### src/rtl/pcie_tcap_hdrgen.sv
`default_nettype none
// ============================================================================
// Module   : pcie_tcap_hdrgen
// Brief    : Round-robin PCIe TLP capture header generator with per-channel
//            wrapping sequence numbers and upstream-drop gap flags.
// Revision : 1.0 - initial release
// ============================================================================
module pcie_tcap_hdrgen #(
    parameter int NUM_CH = 2,
    parameter int DIR_W  = 2,
    parameter int RSRV_W = 14,
    parameter int SEQ_W  = 32
) (
    input  logic              clk,
    input  logic              rst,
    input  logic [NUM_CH-1:0] in_valid,
    output logic [NUM_CH-1:0] in_ready,
    input  logic [NUM_CH-1:0] in_drop,
    input  logic              seq_clear,
    output logic              hdr_valid,
    input  logic              hdr_ready,
    output logic [DIR_W-1:0]  hdr_dir,
    output logic [RSRV_W-1:0] hdr_rsrv,
    output logic [SEQ_W-1:0]  hdr_seq
);

    localparam int c_PTR_W = (NUM_CH > 1) ? $clog2(NUM_CH) : 1;

    logic [c_PTR_W-1:0] r_ptr;
    logic [SEQ_W-1:0]   r_cnt [NUM_CH];
    logic [NUM_CH-1:0]  r_gap;
    logic               r_hdr_valid;
    logic [DIR_W-1:0]   r_hdr_dir;
    logic [RSRV_W-1:0]  r_hdr_rsrv;
    logic [SEQ_W-1:0]   r_hdr_seq;

    logic [NUM_CH-1:0]  w_grant;
    logic [c_PTR_W-1:0] w_gidx;
    logic               w_found;
    int                 w_c;
    logic               w_free;
    logic [NUM_CH-1:0]  w_acc;
    logic               w_any;
    logic [SEQ_W-1:0]   w_sel_cnt;
    logic               w_sel_gap;

    // Search upward from the round-robin pointer, wrapping to channel 0.
    always_comb begin
        w_grant = '0;
        w_gidx  = '0;
        w_found = 1'b0;
        w_c     = 0;
        for (int k = 0; k < NUM_CH; k++) begin
            w_c = int'(r_ptr) + k;
            if (w_c >= NUM_CH) begin
                w_c = w_c - NUM_CH;
            end
            if (!w_found && in_valid[w_c]) begin
                w_found      = 1'b1;
                w_grant[w_c] = 1'b1;
                w_gidx       = c_PTR_W'(w_c);
            end
        end
    end

    assign w_free   = !r_hdr_valid || hdr_ready;
    assign in_ready = w_grant & {NUM_CH{w_free}};
    assign w_acc    = in_ready;
    assign w_any    = |w_acc;

    always_comb begin
        w_sel_cnt = '0;
        w_sel_gap = 1'b0;
        for (int i = 0; i < NUM_CH; i++) begin
            if (w_grant[i]) begin
                w_sel_cnt = r_cnt[i];
                w_sel_gap = r_gap[i];
            end
        end
    end

    // Clear wins over both increment sources; a drop coinciding with an
    // accept belongs to the following TLP, so the gap flag survives.
    always_ff @(posedge clk or posedge rst) begin
        if (rst) begin
            for (int i = 0; i < NUM_CH; i++) begin
                r_cnt[i] <= '0;
            end
            r_gap <= '0;
        end else begin
            for (int i = 0; i < NUM_CH; i++) begin
                if (seq_clear) begin
                    r_cnt[i] <= '0;
                    r_gap[i] <= 1'b0;
                end else begin
                    r_cnt[i] <= r_cnt[i] + SEQ_W'(w_acc[i]) + SEQ_W'(in_drop[i]);
                    if (in_drop[i]) begin
                        r_gap[i] <= 1'b1;
                    end else if (w_acc[i]) begin
                        r_gap[i] <= 1'b0;
                    end
                end
            end
        end
    end

    always_ff @(posedge clk or posedge rst) begin
        if (rst) begin
            r_ptr <= '0;
        end else if (w_any) begin
            if (int'(w_gidx) == NUM_CH - 1) begin
                r_ptr <= '0;
            end else begin
                r_ptr <= w_gidx + c_PTR_W'(1);
            end
        end
    end

    always_ff @(posedge clk or posedge rst) begin
        if (rst) begin
            r_hdr_valid <= 1'b0;
            r_hdr_dir   <= '0;
            r_hdr_rsrv  <= '0;
            r_hdr_seq   <= '0;
        end else if (w_any) begin
            r_hdr_valid <= 1'b1;
            r_hdr_dir   <= DIR_W'(w_gidx);
            r_hdr_rsrv  <= RSRV_W'(w_sel_gap);
            r_hdr_seq   <= w_sel_cnt;
        end else if (hdr_ready) begin
            r_hdr_valid <= 1'b0;
        end
    end

    assign hdr_valid = r_hdr_valid;
    assign hdr_dir   = r_hdr_dir;
    assign hdr_rsrv  = r_hdr_rsrv;
    assign hdr_seq   = r_hdr_seq;

endmodule
`default_nettype wire

### config.mk
export PLATFORM = sky130hd
export DESIGN_NAME = pcie_tcap_hdrgen
export DESIGN_NICKNAME = d
export VERILOG_FILES = /design/src/rtl/pcie_tcap_hdrgen.sv
export SDC_FILE = /design/constraint.sdc
export NUM_CORES = 1
export LEC_CHECK = 0
export ABC_CLOCK_PERIOD_IN_PS = 5400
export CAP_MARGIN = 20
export CORE_UTILIZATION = 60
export CTS_BUF_LIST = sky130_fd_sc_hd__clkbuf_2 sky130_fd_sc_hd__clkbuf_4 sky130_fd_sc_hd__clkbuf_8
export DETAILED_ROUTE_END_ITERATION = 10
export GPL_TIMING_DRIVEN = 0
export PLACE_DENSITY_LB_ADDON = 0.1
export SLEW_MARGIN = 20
export SYNTH_ARGS = -nofsm -noshare
export SYNTH_HDL_FRONTEND = slang
export SYNTH_SLANG_ARGS = --single-unit
### constraint.sdc
create_clock -name clk -period 5.4 [get_ports clk]
set_input_delay 1.08 -clock clk [delete_from_list [all_inputs] [get_ports clk]]
set_output_delay 1.08 -clock clk [all_outputs]
set_load 0.02 [all_outputs]
==> impl_metrics.toml <==
[synthesis]
async_flop_share_pct = 100
synth_edf_count = 0
synth_area_per_cell_um2 = 9.51
synth_cells = 537
yosysWarnings = 0
synth.area.top_cells = "dfrtp_1, a22oi_1, nand2_1"
muxShareOfSynthArea_pct = 0.221
yosys.area_share.simple_pct = 21.6
synth_seq_area_share_pct = 50.0
synthAdderAreaFrac_pct = 1.27
synth_cell_types = 42
synth_top_cell_by_area = "dfrtp_1"
yosysTopAreaCellShare_pct = 50.0
ys_ff_latch = 102
ys.flop_type = "dfrtp_1"
synthXorXnorAreaFrac_pct = 3.60
synth_compound_area_share_pct = 17.4
synth_top_family_by_area = "simple AND/OR/NAND/NOR gates"
syn_area_mm2 = 0.00510

[cts]
clk_path_buf_depth = 2
post_cts_buffers = 0
cts_inserted_buffers = 9
cts.sinks = 102
cts_root_buf = "clkbuf_8"
clk_pin_slew_ns = 0.09
cts_tree = "built"
clk_latency_ns = 0.37
ctsResizeCount = 0
hold_buffers = 0
h-tree-depth = 3

[floorplanning]
die_y_um = 94.2
coreArea_mm2 = 0.00822
start_util_pct = 62.1
num_io_pins = 59
die_width_um = 94.2
die-area_mm2 = 0.00888
core.rowCount = 33

[drt]
vias = 4477
wire_per_inst_um = 17.3
wirelength_um = 12400
route.detailed.drc = 0
ant_nets = 0
dr.pass1.iters = 5
vias_per_cell = 6.25
drt_iter0_drc = 360

[sta]
worst_pin_slew_ns = 0.771
finalCritPeriodShare_pct = 81.6
fin_tns_setup_ns = 0
period_minus_slack_ns = 4.40
hold_viol_final = 0
timing.final.max_slew_violations = 0
fmax_mhz = 227
holdWs_ns = 0.485
setup_viol = 0
grt_setup_unrepaired = "false"
slew_headroom_pct = 48.1
finClkSkew_ns = 0.0104

[global_routing]
grt.total_usage_pct = 29.1
met3_usage_pct = 3.24
met1_usage_pct = 40.6
grt_start_max_net_pins = 60
grt_pass1_vias = 4001
grtUsageMet2_pct = 47.5
grt_pass1_wl_um = 19800
top_usage_layer = "met2"
antenna_found_initial = 0
overflow = 0

[outcome]
status = "completed"

[setup_path]
critical_path.endpoint_type = "register"
worst_setup_path_start_kind = "input pin"
required_ns = 5.68
cp.arrival_ns = 4.69
critPathKind = "input pin to register"
cp_max_fo = 10

[pwr]
clock_power_share_pct = 33.3
p_comb_share_pct = 10.7
p_sw_mw = 0.373
power_leakage_nw = 2.32
irDropWorstVdd_mv = 0.157
power_density_mw_per_mm2 = 238
switching_share_pct = 26.4
power.total_mw = 1.41
intPower_mw = 1.04
pwr-share-seq_pct = 56.0

[finish]
layout_commonest_cell = "dfrtp_1"
layout.nets = 618
diodes = 0
final_layout_size_suffix_gt1_share_pct = 7.04
area_growth_pct = 16.5
final_cell_mix = "dfrtp_1, nand2_1, clkdlybuf4s50_1, a21oi_1, a22oi_1"
final_area_mm2 = 0.00595

[place]
gp_congestion = 0.845
port_buffers = 44
placed_cell_area_mm2 = 0.00576
dpl.hpwl_um = 8660

[hold_path]
worst_hold_path_type = "register to register"

[run]
maxCapViolCount = 0
## cell type report
cell class                 instances  area [µm²]
clock buffer                      13         173
timing repair buffer              45         468
tap                              105         131
fill                             641        2270
clock inverter                     3        17.5
multi-input combinational        385        2300
inverter                          13        53.8
buffer                            50         250
sequential                       102        2550
## critical path: stages
cell and delay, ns:
clkdlybuf4s50_1 0.52, a21boi_1 0.59, nand2_1 0.20, inv_1 0.16
fa_1 0.27, ha_1 0.17, clkbuf_1 0.31, nand4_1 0.44
nor2_1 0.33, or4b_1 0.46, a21oi_1 0.16
## power groups by stage
stage / Sequential, mW / Clock (mW) / Combinational, mW
6_report: 0.792 / 0.470 / 0.152
5_1_grt: 0.794 / 0.498 / 0.167
4_1_cts: 0.791 / 0.474 / 0.152
3_5_place_dp: 0.806 / 0 / 0.152
3_3_place_gp: 0.806 / 0 / 0.146
2_1_floorplan: 0.813 / 0 / 0.0880
## cells in the mapped netlist (2+ instances only)
library cell,instances
o31ai_1,21
and3_1,5
nor4_1,3
inv_1,13
or3_1,13
nand4_1,18
or4b_1,4
o41ai_1,4
and4_1,6
nor2b_1,6
fa_1,2
nand2b_1,2
nor2_1,25
buf_2,4
clkbuf_1,30
a22oi_1,33
buf_4,15
and2_1,4
xor2_1,11
or4_1,24
a21oi_1,39
nand3_1,21
o21ai_1,16
nor3_1,4
dfrtp_1,102
xnor2_1,10
nand2_1,57
o21ai_0,30
ha_1,2
## registers in the layout, indices dropped and copies added, names as in the netlist
name	flops
hdr_dir	1
r_gap	2
hdr_rsrv	1
r_ptr	1
hdr_seq	32
r_cnt	64
hdr_valid	1
## path summary, 6_finish.rpt
path | cells past startpoint | slack (ns) | startpoint | to
max | 11 | 1.0 | in_valid[0] | r_cnt[48]
min | 2 | 0.48 | hdr_seq[30] | hdr_seq[30]
max reg2reg | 10 | 1.89 | r_ptr | r_cnt[48]
min reg2reg | 2 | 0.48 | hdr_seq[30] | hdr_seq[30]
max in group asynchronous | 3 | 3.68 | rst | r_cnt[50]
min in group asynchronous | 2 | 1.09 | rst | hdr_valid
## through the flow
step | setup WS [ns] | std cells | util, %
final | 0.996 | 716 | 72.4
after global routing | 0.752 | 716 | 72.4
after CTS | 1.03 | 716 | 72.4
after detailed placement | 0.663 | 700 | 70.1
after global placement | 0.138 | 699 | 69.7
after floorplan | 1.64 | 550 | -
## cells by family (layout without fill, tap and decap cells)
logic type | after synthesis | count (layout)
and+or+nand+nor | 199 | 199
DFF | 102 | 102
adders and majority gates | 4 | 4
AOI/OAI and AO/OA | 146 | 146
xor gates and xnor gates | 21 | 21
muxes | 1 | 1
other | 1 | 14
buffers and inverters | 63 | 124
## layer usage
metal / vias to the layer above / wire length [µm] / part of all wire (%)
met4: 0 / 225 / 1.8
li1: 2079 / - / -
met1: 2213 / 5490 / 44
met5: - / 0 / 0
met2: 168 / 5970 / 48
met3: 17 / 690 / 5.6
Power figures use the tool's default switching activity.
